===== config.mk =====
export PLATFORM = sky130hd
export DESIGN_NAME = fetch_pc_stage
export DESIGN_NICKNAME = d
export VERILOG_FILES = /design/src/rtl/fetch_pc_stage.sv
export SDC_FILE = /design/constraint.sdc
export NUM_CORES = 1
export LEC_CHECK = 0
export CELL_PAD_IN_SITES_DETAIL_PLACEMENT = 1
export CELL_PAD_IN_SITES_GLOBAL_PLACEMENT = 2
export CORE_MARGIN = 2
export CORE_UTILIZATION = 25
export CTS_CLUSTER_DIAMETER = 60
export DETAILED_ROUTE_END_ITERATION = 6
export PLACE_DENSITY_LB_ADDON = 0.1
export SLEW_MARGIN = 5
export SYNTH_ARGS = -nofsm -noshare
export SYNTH_HDL_FRONTEND = slang
export SYNTH_SLANG_ARGS = --single-unit

===== constraint.sdc =====
create_clock -name clk -period 2.7 [get_ports clk]
set_clock_uncertainty 0.2 [all_clocks]
set_input_delay 0.27 -clock clk [delete_from_list [all_inputs] [get_ports clk]]
set_output_delay 0.27 -clock clk [all_outputs]
set_load 0.05 [all_outputs]

===== src/rtl/fetch_pc_stage.sv =====
// Instruction-fetch stage: program counter, next-PC redirect/exception entry,
// fetch address-error detection and the F/D pipeline register feeding decode.
module fetch_pc_stage (
    input  logic        clk,
    input  logic        reset,
    input  logic        stall_f,
    input  logic        exc_req,
    input  logic        npc_sel,
    input  logic [31:0] npc_target,
    input  logic        npc_is_slot,
    input  logic        npc_clear_slot,
    input  logic [31:0] i_instr,
    output logic [31:0] i_addr,
    output logic [31:0] d_pc,
    output logic [31:0] d_instr,
    output logic        d_bd,
    output logic [4:0]  d_exc_code,
    output logic        d_valid
);

    localparam logic [31:0] ResetPc   = 32'h0000_3000;
    localparam logic [31:0] HandlerPc = 32'h0000_4180;
    localparam logic [31:0] FetchLo   = 32'h0000_3000;
    localparam logic [31:0] FetchHi   = 32'h0000_6FFC;
    localparam logic [4:0]  ExcNone   = 5'd0;
    localparam logic [4:0]  ExcAdEL   = 5'd4;

    logic [31:0] pc_q, pc_d;
    logic [31:0] d_pc_q, d_pc_d;
    logic [31:0] d_instr_q, d_instr_d;
    logic        d_bd_q, d_bd_d;
    logic [4:0]  d_exc_code_q, d_exc_code_d;
    logic        d_valid_q, d_valid_d;

    logic        f_adel;
    logic [31:0] pc_plus4;

    assign f_adel   = (pc_q[1:0] != 2'b00) | (pc_q < FetchLo) | (pc_q > FetchHi);
    assign pc_plus4 = pc_q + 32'd4;

    always_comb begin
        pc_d         = pc_q;
        d_pc_d       = d_pc_q;
        d_instr_d    = d_instr_q;
        d_bd_d       = d_bd_q;
        d_exc_code_d = d_exc_code_q;
        d_valid_d    = d_valid_q;

        if (exc_req) begin
            // Exception entry wins over a stall so the handler is never delayed.
            pc_d         = HandlerPc;
            d_pc_d       = 32'd0;
            d_instr_d    = 32'd0;
            d_bd_d       = 1'b0;
            d_exc_code_d = ExcNone;
            d_valid_d    = 1'b0;
        end else if (stall_f) begin
            // Hold everything; decode re-presents its redirect after the stall.
        end else if (npc_clear_slot) begin
            pc_d         = npc_target;
            d_pc_d       = pc_q;
            d_instr_d    = 32'd0;
            d_bd_d       = 1'b0;
            d_exc_code_d = ExcNone;
            d_valid_d    = 1'b0;
        end else begin
            pc_d      = npc_sel ? npc_target : pc_plus4;
            d_pc_d    = pc_q;
            d_bd_d    = npc_is_slot;
            d_valid_d = 1'b1;
            if (f_adel) begin
                d_instr_d    = 32'd0;
                d_exc_code_d = ExcAdEL;
            end else begin
                d_instr_d    = i_instr;
                d_exc_code_d = ExcNone;
            end
        end
    end

    always_ff @(posedge clk) begin
        if (reset) begin
            pc_q         <= ResetPc;
            d_pc_q       <= 32'd0;
            d_instr_q    <= 32'd0;
            d_bd_q       <= 1'b0;
            d_exc_code_q <= ExcNone;
            d_valid_q    <= 1'b0;
        end else begin
            pc_q         <= pc_d;
            d_pc_q       <= d_pc_d;
            d_instr_q    <= d_instr_d;
            d_bd_q       <= d_bd_d;
            d_exc_code_q <= d_exc_code_d;
            d_valid_q    <= d_valid_d;
        end
    end

    assign i_addr     = pc_q;
    assign d_pc       = d_pc_q;
    assign d_instr    = d_instr_q;
    assign d_bd       = d_bd_q;
    assign d_exc_code = d_exc_code_q;
    assign d_valid    = d_valid_q;

endmodule


==> flow_summary_export.csv <==
group,metric,value,unit
run_status,status,"complete, no violations",
critical_path,path_buf_inv,1,
min_path,worstHoldPathCells,3,
power,seqPwrFrac,0.422,
logic_synthesis,synth-async-reset-ratio,0,
global_route,grt_use_total,0.1816,
clocking,cts_made_buffers,9,
global_route,overflow,0,
critical_path,critPathRequiredTime,2.23,ns
flow_run,drv_cap,0,
timing,setup_ws,0.3631,ns
placed_design,post-place-ws,0.2954,ns
logic_synthesis,syn_avg_cell_area,8.221,sq um
finish,antenna_cells,0,
timing,max_freq,427.9,MHz
critical_path,r2r_cells,4,
power,clockPowerShare,0.414,
critical_path,slowest_delay,0.92,ns
critical_path,slowest_stage,"clkdlybuf4s50_1",
critical_path,crit_path_cell_trace,"clkdlybuf4s50_1",
floorplan,start_util,0.2536,
routing,final_antenna_net_count,0,
placed_design,io_buffer_count,169,
clocking,ctsResizeCount,0,
finish,drive_gt1_frac,0.09237,
finish,syn_to_final_growth,50.50,%
routing,remaining_drc_errors,0,
clocking,htree_levels,3,
power,switching_share,0.2842,
global_route,grt_first_pass_wirelength,28610,um
placed_design,hpwlAfterDp,12800,um
floorplan,core-area,18640,sq um
min_path,hold-path-endpoint,"i_addr[17]",
critical_path,cp_max_fo,10,
logic_synthesis,ys.warnings.count,0,
placed_design,gp_congestion,0.7855,
logic_synthesis,synth_area_leaders,"dfxtp_1 (42%), mux2i_1 (7.2%), a21oi_1 (6.6%), nand2_1 (6.2%), nand3b_1 (5.4%)",
timing,setup_violations,0,
clocking,cts_setup_buffers,0,
critical_path,rr_startpoint,"i_addr[19]",
timing,tns,0,ns
finish,final_util,0.3816,
logic_synthesis,synth_top_cell_area_share,0.4193,
finish,nets,814,
power,finalPower,3.619,mW
min_path,min_from,"stall_f",
clocking,hold_buffers,0,
routing,wirelength,17900,um
floorplan,die-height,141.5,um
power,internal_power,2.590,mW
floorplan,row_count,50,
timing,maxSlewViolCount,0,
critical_path,r2r_end,"i_addr[30]",
floorplan,io_pins,174,
routing,first_iter_violations,189,
power,power_density,508.6,nW/um^2
clocking,clk_latency,0.36,ns
global_route,antenna_found_initial,0,
timing,worstMarginPinSlew,0.6714,ns
global_route,grt_start_max_net_pins,72,
power,p_leak,2.505,nW
timing,fin_crit_sh,0.8655,
critical_path,ff2ff_setup_slack,0.41,ns
logic_synthesis,syn-instance-count,575,
power,power_frac_comb,0.164,
clocking,root_buffer,"clkbuf_16",
timing,hold_viol_final,0,
routing,drtPass1Iterations,4,
logic_synthesis,yosysTopAreaCell,"dfxtp_1",
critical_path,crit_arrival,1.87,ns
global_route,grt_pass1_vias,4960,
logic_synthesis,synth_edf_count,0,
routing,wl_per_cell,18.24,um
clocking,cts_tree,"yes",
routing,via_per_inst,4.968,
routing,vias,4874,
clocking,cts_buffer_depth,2,
logic_synthesis,synth_area,4727,sq um
logic_synthesis,synth_seq_area_share,0.4193,
critical_path,crit_path_start_kind,"register",
floorplan,die_area,20020,sq um
logic_synthesis,synth_top_flop_cell,"dfxtp_1",
power,p_sw,1.028,mW
clocking,clkTransAtPathRegs,0.07,ns
timing,finalCriticalPeriod,2.337,ns
logic_synthesis,synth-seq-cells,99,
logic_synthesis,synth_cell_types,57,
min_path,hp-class,"in2reg",
critical_path,critPathTopFamily,"buffers and inverters",
critical_path,end_kind,"output pin",
floorplan,die_width,141.5,um
critical_path,critical_path_class,"reg2out",
timing,rsz0062_at_grt,"false",
timing,relSlewSlack,0.5508,
power,peakVddDrop,0.3461,mV
clocking,cts_sinks,99,
cell usage after synthesis, drive strengths merged (6+ instances only):
| library cell | n |
|---|---|
| nand2 | 79 |
| nand3b | 34 |
| nor4 | 9 |
| a31oi | 6 |
| dfxtp | 99 |
| o211ai | 7 |
| buf | 23 |
| clkbuf | 28 |
| nand4 | 11 |
| mux2i | 34 |
| or4 | 6 |
| o21ai | 13 |
| a21oi | 62 |
| nor2 | 65 |
| nor3 | 11 |
| nand3 | 20 |
sequential cells by signal (all words and copies together) (netlist names), named ones only:
| register | count |
|---|---|
| d_instr | 32 |
| d_pc | 32 |
| i_addr | 30 |
| d_bd | 1 |
| d_exc_code | 1 |
| d_valid | 1 |
power by group through the flow:
stage               combinational, mW  clock, mW  sequential (mW)
floorplan                       0.235          0             1.66
CTS                             0.601       1.54             1.53
global placement                0.591          0             1.56
detailed placement              0.599          0             1.56
finish                          0.595       1.50             1.53
global route                    0.638       1.61             1.53
kinds of logic after synthesis:
kind of cell,count (synthesis),synth area share
and+or+nand+nor,258,0.2861
AOI/OAI and AO/OA,121,0.1538
DFF,99,0.4193
buffers and inverters,56,0.05558
muxes,35,0.07438
xor gates and xnor gates,4,0.007413
adders and majority gates,1,0.002646
other,1,0.0007933
layout by cell type (no fill, tap or decap), types with 5 or more instances in the layout:
cell type and count:
o211ai_1 7, a21oi_1 62, mux2i_1 34, or3_1 5
nor3_1 10, nand4_1 7, a22oi_1 5, nand3_1 20
o21ai_0 13, nor4_1 6, nand3b_1 34, clkbuf_16 9
nand2_1 78, o22ai_1 5, a21o_1 5, a31oi_1 6
dfxtp_1 99, clkdlybuf4s50_1 168, inv_1 5, buf_4 33
nor2_1 63, or4_1 5
layout make-up:
type | instances | area, sq um
Clock buffer | 10 | 239.0
Clock inverter | 6 | 93.84
Fill cell | 2188 | 11530
Inverter | 5 | 18.77
Multi-Input combinational cell | 423 | 2499
Sequential cell | 99 | 1982
Tap cell | 234 | 292.8
Timing Repair Buffer | 204 | 1989
layer usage:
| metal | part of all wire | vias up | track usage |
|---|---|---|---|
| met5 | 0 | - | 0 |
| li1 | - | 2369 | - |
| met4 | 0.0095 | 0 | 0.04368 |
| met3 | 0.046 | 11 | 0.03982 |
| met1 | 0.48 | 2382 | 0.2502 |
| met2 | 0.46 | 112 | 0.2902 |
through the flow:
stage / hold slack (ns) / instance area (sq um) / cells
2_1_floorplan: 0.1391 / 4738 / 578
4_1_cts: 0.1734 / 7114 / 981
3_5_place_dp: 0.2531 / 6782 / 965
3_3_place_gp: 0.2417 / 6782 / 965
6_report: 0.1817 / 7114 / 981
5_1_grt: 0.2170 / 7114 / 981
worst max path at each step:
| stage | start | cells past startpoint | end | slack, ns |
|---|---|---|---|---|
| 6_report | i_addr[19] | 1 | i_addr[19] | 0.36 |
| 5_1_grt | register | 6 | d_instr[23] | 0.23 |
| 4_1_cts | i_addr[19] | 1 | i_addr[19] | 0.35 |
| 3_5_place_dp | npc_clear_slot | 7 | i_addr[5] | 0.30 |
| 3_3_place_gp | npc_clear_slot | 7 | i_addr[15] | 0.34 |
| 2_1_floorplan | i_addr[2] | 6 | i_addr[30] | 0.22 |
No activity file was read; power rests on OpenSTA's default activity.
